$ cat src/rtl/wishbone_arbiter_if.sv
// Bus-arbitration handshake bundle for wishbone_arbiter.
// Signals:
//   req_i    per-master CYC request
//   lock_i   per-master bus lock
//   stb_i    STB of the granted master, already muxed
//   term_i   slave ACK|ERR|RTY of the current transfer
//   gnt_o    one-hot grant or all-zero
//   sel_o    binary index of the granted master
//   busy_o   high while a grant is active
//   to_err_o one-cycle timeout abort pulse
// Modports:
//   slave  - arbiter side: takes requests, drives grants
//   master - requester/testbench side: drives requests, observes grants
interface wishbone_arbiter_if #(
  parameter int unsigned N_MASTER = 4
);
  localparam int unsigned SW = $clog2(N_MASTER);

  logic [N_MASTER-1:0] req_i;
  logic [N_MASTER-1:0] lock_i;
  logic                stb_i;
  logic                term_i;
  logic [N_MASTER-1:0] gnt_o;
  logic [SW-1:0]       sel_o;
  logic                busy_o;
  logic                to_err_o;

  modport slave (
    input  req_i, lock_i, stb_i, term_i,
    output gnt_o, sel_o, busy_o, to_err_o
  );

  modport master (
    output req_i, lock_i, stb_i, term_i,
    input  gnt_o, sel_o, busy_o, to_err_o
  );
endinterface

$ cat src/rtl/wishbone_arbiter.sv
// Round-robin Wishbone bus arbiter with bus-lock support and an optional
// stalled-strobe watchdog.
// Ports:
//   clk_i  sole clock, rising edge
//   rst_i  synchronous active-high reset
//   bus    wishbone_arbiter_if.slave (req_i, lock_i, stb_i, term_i in;
//          gnt_o, sel_o, busy_o, to_err_o out, all outputs registered)
// Parameters:
//   N_MASTER        number of requesting masters (2..16)
//   TIMEOUT_CYCLES  stalled-strobe cycles before abort (1..65535)
// Configuration macro:
//   WB_ARB_TIMEOUT_EN  when defined, builds the watchdog counter and the
//                      ABORT path; otherwise to_err_o is tied low.
module wishbone_arbiter #(
  parameter int unsigned N_MASTER       = 4,
  parameter int unsigned TIMEOUT_CYCLES = 255
) (
  input  logic                  clk_i,
  input  logic                  rst_i,
  wishbone_arbiter_if.slave     bus
);
  localparam int unsigned SW = $clog2(N_MASTER);
  localparam logic [N_MASTER-1:0] ONE_HOT0 = {{(N_MASTER-1){1'b0}}, 1'b1};

  typedef enum logic [1:0] {IDLE, BUSY, ABORT} state_t;

  state_t              state_q;
  logic [N_MASTER-1:0] gnt_q;
  logic [SW-1:0]       sel_q;
  logic [SW-1:0]       last_q;
  logic                busy_q;

  // Rotating priority search starting just after the last winner, so the
  // previous owner is always considered last.
  logic          found;
  logic [SW-1:0] win;
  logic [SW-1:0] cand;

  always_comb begin
    found = 1'b0;
    win   = '0;
    cand  = '0;
    for (int unsigned k = 1; k <= N_MASTER; k++) begin
      cand = SW'((32'(last_q) + k) % N_MASTER);
      if (!found && bus.req_i[cand]) begin
        found = 1'b1;
        win   = cand;
      end
    end
  end

  // Owner keeps the bus while it still requests or holds its lock.
  logic hold;
  assign hold = bus.req_i[sel_q] | bus.lock_i[sel_q];

  logic timeout;

`ifdef WB_ARB_TIMEOUT_EN
  localparam int unsigned TW = $clog2(TIMEOUT_CYCLES + 1);

  logic [TW-1:0] cnt_q;
  logic          to_err_q;

  assign timeout = (cnt_q == TW'(TIMEOUT_CYCLES)) && bus.stb_i && !bus.term_i;

  always_ff @(posedge clk_i) begin
    if (rst_i || state_q != BUSY || !bus.stb_i || bus.term_i) begin
      cnt_q <= '0;
    end else if (cnt_q != TW'(TIMEOUT_CYCLES)) begin
      cnt_q <= cnt_q + 1'b1;
    end
  end

  assign bus.to_err_o = to_err_q;
`else
  logic unused_stall;
  assign unused_stall = bus.stb_i & bus.term_i;
  assign timeout      = 1'b0;
  assign bus.to_err_o = 1'b0;
`endif

  always_ff @(posedge clk_i) begin
    if (rst_i) begin
      state_q  <= IDLE;
      gnt_q    <= '0;
      sel_q    <= '0;
      busy_q   <= 1'b0;
      last_q   <= SW'(N_MASTER - 1);
`ifdef WB_ARB_TIMEOUT_EN
      to_err_q <= 1'b0;
`endif
    end else begin
      case (state_q)
        IDLE: begin
          if (found) begin
            state_q <= BUSY;
            gnt_q   <= ONE_HOT0 << win;
            sel_q   <= win;
            last_q  <= win;
            busy_q  <= 1'b1;
          end
        end
        BUSY: begin
          // Watchdog abort overrides the owner's lock.
          if (timeout) begin
            state_q  <= ABORT;
            gnt_q    <= '0;
            busy_q   <= 1'b0;
`ifdef WB_ARB_TIMEOUT_EN
            to_err_q <= 1'b1;
`endif
          end else if (!hold) begin
            state_q <= IDLE;
            gnt_q   <= '0;
            busy_q  <= 1'b0;
          end
        end
        ABORT: begin
          state_q  <= IDLE;
`ifdef WB_ARB_TIMEOUT_EN
          to_err_q <= 1'b0;
`endif
        end
        default: begin
          state_q <= IDLE;
          gnt_q   <= '0;
          busy_q  <= 1'b0;
        end
      endcase
    end
  end

  assign bus.gnt_o  = gnt_q;
  assign bus.sel_o  = sel_q;
  assign bus.busy_o = busy_q;
endmodule

$ cat src/flat_wrapper.sv
// flat-port wrapper written by rule: the top's interface ports become plain ports
module wishbone_arbiter_flat 
#(
  parameter int unsigned N_MASTER       = 4,
  parameter int unsigned TIMEOUT_CYCLES = 255
)
  (clk_i, rst_i, bus_req_i, bus_lock_i, bus_stb_i, bus_term_i, bus_gnt_o, bus_sel_o, bus_busy_o, bus_to_err_o);
  wishbone_arbiter_if #(.N_MASTER(N_MASTER)) bus_i ();
  input  logic clk_i;
  input  logic rst_i;
  input wire logic [$bits(bus_i.req_i)-1:0] bus_req_i;
  input wire logic [$bits(bus_i.lock_i)-1:0] bus_lock_i;
  input wire logic [$bits(bus_i.stb_i)-1:0] bus_stb_i;
  input wire logic [$bits(bus_i.term_i)-1:0] bus_term_i;
  output wire logic [$bits(bus_i.gnt_o)-1:0] bus_gnt_o;
  output wire logic [$bits(bus_i.sel_o)-1:0] bus_sel_o;
  output wire logic [$bits(bus_i.busy_o)-1:0] bus_busy_o;
  output wire logic [$bits(bus_i.to_err_o)-1:0] bus_to_err_o;
  assign bus_i.req_i = bus_req_i;
  assign bus_i.lock_i = bus_lock_i;
  assign bus_i.stb_i = bus_stb_i;
  assign bus_i.term_i = bus_term_i;
  assign bus_gnt_o = bus_i.gnt_o;
  assign bus_sel_o = bus_i.sel_o;
  assign bus_busy_o = bus_i.busy_o;
  assign bus_to_err_o = bus_i.to_err_o;
  wishbone_arbiter #(.N_MASTER(N_MASTER), .TIMEOUT_CYCLES(TIMEOUT_CYCLES)) u_core (.clk_i(clk_i), .rst_i(rst_i), .bus(bus_i));
endmodule
$ cat config.mk
export PLATFORM = sky130hd
export DESIGN_NAME = wishbone_arbiter_flat
export DESIGN_NICKNAME = d
export VERILOG_FILES = /design/src/rtl/wishbone_arbiter_if.sv /design/src/rtl/wishbone_arbiter.sv /design/src/flat_wrapper.sv
export SDC_FILE = /design/constraint.sdc
export NUM_CORES = 1
export LEC_CHECK = 0
export CORE_UTILIZATION = 35
export DETAILED_ROUTE_END_ITERATION = 6
export PLACE_DENSITY = 0.71
export SYNTH_ARGS = -nofsm -noshare
export SYNTH_HDL_FRONTEND = slang
export SYNTH_SLANG_ARGS = --single-unit
$ cat constraint.sdc
create_clock -name clk_i -period 1.7 [get_ports clk_i]
set_input_delay 0.51 -clock clk_i [delete_from_list [all_inputs] [get_ports clk_i]]
set_output_delay 0.51 -clock clk_i [all_outputs]
set_load 0.05 [all_outputs]
=== Word level (Yosys, flattened, before mapping) ===
Cells that the tools add are included.

* Bits in registers: 11
* Input bits: 12
* Output and inout bits: 8
* Word-level logic and storage cells: 60

* Add/subtract/negate cells: 4
* $lt $le $gt $ge: 5
* Eq/ne operators: 4
* Shift operators: 1
* Mux-type cells: 29
* Bitwise gates (word level): 2
* Reduce and logical (&&, ||, !) cells: 10

{| class="wikitable"
|+ Operators with widths
! operator !! number
|-
| 2-bit by 3-bit < comparator with 1-bit output (second input constant) || 5
|-
| 1-bit binary-select mux with 2-bit select || 6
|-
| 1-bit two-way mux || 12
|-
| 2-bit two-way mux || 6
|-
| 4-bit one-hot mux with 3 select lines || 1
|-
| 4-bit two-way mux || 2
|-
| 2-bit by 1-bit adder with 2-bit output (second input constant) || 2
|-
| 2-bit adder (second input constant) || 2
|-
| 2-bit one-hot mux with 2 select lines || 1
|-
| 2-bit AND reduction || 2
|-
| 1-bit by 2-bit left shift with 4-bit output (first input constant) || 1
|-
| 1-bit logical AND || 3
|-
| 1-bit zero test || 3
|-
| 1-bit one-hot mux with 3 select lines || 1
|-
| 3-bit AND reduction || 1
|-
| 2-bit by 1-bit equality test with 1-bit output (second input constant) || 1
|-
| 2-bit equality test (second input constant) || 1
|-
| 2-bit zero test || 1
|-
| 2-bit by 1-bit != test with 1-bit output (second input constant) || 1
|-
| 2-bit != test (second input constant) || 1
|-
| 1-bit NOT || 1
|-
| 1-bit bitwise OR || 1
|}

=== Depth between registers and ports, before layout ===
* Word-level depth: 16
* Mapped depth: 4
* Gate-level depth less buffers: 4

=== Worst setup path before layout ===
Ideal clock, no wire load.

* Path kind: register -> register
* Start: register u_core.sel_q[1], in the netlist u_core.bus.sel_o[1]
* End: register u_core.gnt_q[2], in the netlist u_core.bus.gnt_o[2]
* Setup time: 0.059 ns
* Arrival time: 1.811 ns
* Required time: 1.641 ns
* Slack: -0.170 ns
* Cell stages (with the launch flop): 5
* Path buffers: 0
* Clock period less this slack: 1.870 ns
* Cells stage by stage: dfxtp_1 -> nor4b_1 -> or4_1 -> a211oi_2 -> a22o_2

* Word-level cells in the longest chain between the ends: 5
* Elaborated cells on any way between the ends: 7
* Those cells by class: eq/ne: 1; mux: 4; bitwise: 1; reduce/logical: 1

{| class="wikitable"
|+ Ends and longest elaborated chain
! element !! line !! RTL
|-
| from (decl) || wishbone_arbiter.sv:29 || <nowiki>logic [SW-1:0] sel_q;</nowiki>
|-
| from (signal assigned) || wishbone_arbiter.sv:98 || <nowiki>sel_q <= win;</nowiki>
|-
| 1-bit binary-select mux with 2-bit select || wishbone_arbiter.sv:54 || <nowiki>assign hold = bus.req_i[sel_q] | bus.lock_i[sel_q];</nowiki>
|-
| 1-bit two-way mux (not written as such) || wishbone_arbiter.sv:54 ||
|-
| 1-bit bitwise OR (*) || wishbone_arbiter.sv:54 ||
|-
| 2-bit != test (no line) (*) || n/a ||
|-
| 3-bit AND reduction (no line) (*) || n/a ||
|-
| to (signal assigned) || wishbone_arbiter.sv:97 || <nowiki>gnt_q <= ONE_HOT0 << win;</nowiki>
|-
| to (decl) || wishbone_arbiter.sv:28 || <nowiki>logic [N_MASTER-1:0] gnt_q;</nowiki>
|}

Mark *: on every way between the ends. The rest lies on a longest branch, timed or not. The select of a mux whose other input is x is not followed.
A chain may end at the register's enable or synchronous reset.

=== Worst setup path in the final report ===
* Start: input bus_req_i[0]
* End: register u_core.gnt_q[2], in the netlist u_core.bus.gnt_o[2]

* Word-level cells in the longest chain between the ends: 15
* Elaborated cells on any way between the ends: 31
* Those cells by class: eq/ne: 2; shift: 1; mux: 20; bitwise: 1; reduce/logical: 7

{| class="wikitable"
|+ Ends and longest elaborated chain
! element !! line !! RTL
|-
| from (decl) || flat_wrapper.sv:11 || <nowiki>input wire logic [$bits(bus_i.req_i)-1:0] bus_req_i;</nowiki>
|-
| 1-bit binary-select mux with 2-bit select || wishbone_arbiter.sv:45 || <nowiki>if (!found && bus.req_i[cand]) begin</nowiki>
|-
| 1-bit two-way mux (not written as such) || wishbone_arbiter.sv:45 ||
|-
| 1-bit two-way mux || wishbone_arbiter.sv:45 ||
|-
| 1-bit zero test || wishbone_arbiter.sv:45 ||
|-
| 1-bit logical AND || wishbone_arbiter.sv:45 ||
|-
| 1-bit two-way mux || wishbone_arbiter.sv:45 ||
|-
| 1-bit zero test || wishbone_arbiter.sv:45 ||
|-
| 1-bit logical AND || wishbone_arbiter.sv:45 ||
|-
| 1-bit two-way mux || wishbone_arbiter.sv:45 ||
|-
| 1-bit zero test || wishbone_arbiter.sv:45 ||
|-
| 1-bit logical AND || wishbone_arbiter.sv:45 ||
|-
| 2-bit two-way mux || wishbone_arbiter.sv:45 ||
|-
| 1-bit by 2-bit left shift with 4-bit output || wishbone_arbiter.sv:97 ||
|-
| 4-bit two-way mux || wishbone_arbiter.sv:95 || <nowiki>if (found) begin</nowiki>
|-
| 4-bit one-hot mux with 3 select lines || wishbone_arbiter.sv:93 || <nowiki>case (state_q)</nowiki>
|}

Parallel ways exist; a longest one is shown, timed or not. The select of a mux whose other input is x is not followed.

==> flow_metrics.tcl <==
set metrics [dict create \
    status "finished clean" \
    io_pins 20 \
    rr_endpoint "u_core.bus.gnt_o[2]$_SDFFE_PP0P_" \
    final_cell_count_no_fill 95 \
    num_rows 12 \
    syn_area_um2 458 \
    yosys_register_bits 9 \
    async_flop_share_pct 0 \
    ant_nets 0 \
    die_w_um 38.2 \
    grt_pass1_wl_um 1860 \
    required_ns 1.90 \
    numCtsBuffers 3 \
    synth.distinct_cells 27 \
    postCtsSetupBuffers 0 \
    grt_pass1_vias 477 \
    drt_wl_total_um 1140 \
    final_common_cell "buf_4" \
    placedCellCount 91 \
    clockBufferDepth 2 \
    cts_tree "done" \
    fin_ws_ns 0.0429 \
    yosysWarnings 0 \
    antenna_cells 0 \
    r2r_slack_ns 0.05 \
    vias 498 \
    max_freq_ghz 0.603 \
    maxCapViolCount 0 \
    dp_hpwl_um 883 \
    cts_sinks 9 \
    grt_start_max_net_pins 10 \
    cts_hold_buf 0 \
    finalCriticalPeriod_ns 1.66 \
    dp_slack_ns -0.494 \
    syn_area_per_cell_um2 8.81 \
    slew_violations 0 \
    grt_usage_pct 18.7 \
    period_share_pct 97.5 \
    wl_per_cell_um 12.0 \
    path_class "primary input to register" \
    leakage_uw 0.000338 \
    finClkSkew_ns 0.00158 \
    crit_end "u_core.bus.gnt_o[2]$_SDFFE_PP0P_" \
    gp_congestion 0.771 \
    htreeDepth 1 \
    post_dp_cell_area_um2 778 \
    area_delta_synth_final_pct 77.6 \
    fin_nets 94 \
    grt-ovfl-total 0 \
    dieArea_um2 1460 \
    finalSetupViolCount 0 \
    arrival_ns 1.86 \
    path_clk_slew_ns 0.06 \
    ys_seq_area_share_pct 39.3 \
    crit_fanout 4 \
    timing.rr.start "u_core.bus.sel_o[1]$_SDFFE_PP0P_" \
    drive_gt1_share_pct 34.6 \
    port_buffers 16 \
    postLayoutCoreUtil_pct 70.3 \
    root_buffer "clkbuf_4" \
    startpoint "bus_req_i[0]" \
    end_kind "register" \
    multi_input_area_um2 280 \
    ir_drop_mv 0.621 \
    total_power_uw 710 \
    worst_skew_pair.late_latency_ns 0.25 \
    holdCritPathClass "register to register" \
    rr_worst_depth 5 \
    synth_edf_count 0 \
    coreArea_um2 1160 \
    finalHoldViolCount 0 \
    layout_common_cells "buf_4 (11), dlygate4sd2_1 (8), nor2_1 (7), buf_12 (7), dfxtp_1 (7)" \
    synth_nets 64 \
    worstSetupStartpointType "primary input" \
    rsz0062_at_grt "true" \
    viasPerCell 5.24 \
    n_fill_cell 90 \
    powerDensity_nw_per_um2 873 \
    drc 0 \
    synthFlopType "dfxtp_1" \
    drt_iter0_drc 2 \
    antenna_found_initial 0 \
    design_area_um2 813 \
    firstDrtPassIters 2 \
    seqCellArea_um2 183 \
    die_h_um 38.2 \
    synthCells 52 \
    start_util_pct 39.6 \
]
## cell usage after synthesis (all sizes together) (2+ instances only)
| master | count | area share, % |
|---|---|---|
| a211oi | 2 | 4.4 |
| nor3 | 2 | 2.2 |
| dfxtp | 9 | 39 |
| nor4b | 2 | 3.8 |
| o2bb2ai | 2 | 3.8 |
| o21ai | 2 | 2.2 |
| nand2b | 3 | 4.1 |
| a21oi | 5 | 5.5 |
| nor4 | 2 | 2.7 |
| nor2 | 7 | 5.7 |
## cell families after synthesis
| kind of cell | share of synthesized area [%] |
|---|---|
| other | 0.819 |
| AND/OR/NAND/NOR | 27.1 |
| flip-flops | 39.3 |
| buffers and inverters | 3.55 |
| AO/OA/AOI/OAI | 29.2 |
## sequential cells by signal, indices dropped and copies added, names as in the netlist
name	flops
u_core.bus.sel_o	2
u_core.bus.gnt_o	4
u_core.state_q	1
u_core.last_q	2
## worst min-delay path by stage
stage                                           startpoint                                to  slack, ns  depth (start not counted)
after floorplan              u_core.last_q[1]$_SDFFE_PP1P_     u_core.last_q[1]$_SDFFE_PP1P_       0.51                          2
after global placement    u_core.bus.gnt_o[1]$_SDFFE_PP0P_  u_core.bus.gnt_o[1]$_SDFFE_PP0P_       0.50                          1
after CTS                 u_core.bus.gnt_o[1]$_SDFFE_PP0P_  u_core.bus.gnt_o[1]$_SDFFE_PP0P_       0.51                          1
final                     u_core.bus.gnt_o[3]$_SDFFE_PP0P_  u_core.bus.gnt_o[3]$_SDFFE_PP0P_       0.51                          1
after global routing      u_core.bus.gnt_o[1]$_SDFFE_PP0P_  u_core.bus.gnt_o[1]$_SDFFE_PP0P_       0.52                          1
after detailed placement  u_core.bus.gnt_o[1]$_SDFFE_PP0P_  u_core.bus.gnt_o[1]$_SDFFE_PP0P_       0.50                          1
## per-stage QoR
stage	hold WS, ns	TNS, ns
6_report	0.506	0
5_1_grt	0.519	-0.0389
4_1_cts	0.511	0
3_5_place_dp	0.498	-3.17
3_3_place_gp	0.504	-3.12
2_1_floorplan	0.507	0
## what timing repair did
action | CTS | global route
resized for setup | 11 | 0
pin swaps | 3 | 1
hold endpoints to repair | 0 | 0
endpoints found under the setup margin | 6 | 3
## per-layer routing
layer  global-route usage (%)  vias up  part of all wire (%)
li1                         -      256                     -
met1                     20.8      219                    43
met3                     5.81        4                   7.5
met5                        0        -                     0
met4                     11.6        0                   2.2
met2                     30.5       19                    47
## critical path, stage by stage
cell and delay (ns):
dlygate4sd2_1 0.23, nor4_2 0.06, or4_1 0.54, a211oi_2 0.31
a22o_2 0.20
## power by group
part | internal [uW] | switching, uW
sequential | 237 | 35.4
clock | 90.0 | 68.1
combinational | 146 | 134
## final cells by class
class | instances | area share (%)
Tap cell | 14 | 2.15
Inverter | 1 | 0.462
Timing Repair Buffer | 27 | 37.2
Clock buffer | 4 | 3.23
Sequential cell | 9 | 22.5
Multi-Input combinational cell | 40 | 34.5
Power figures use the tool's default switching activity.
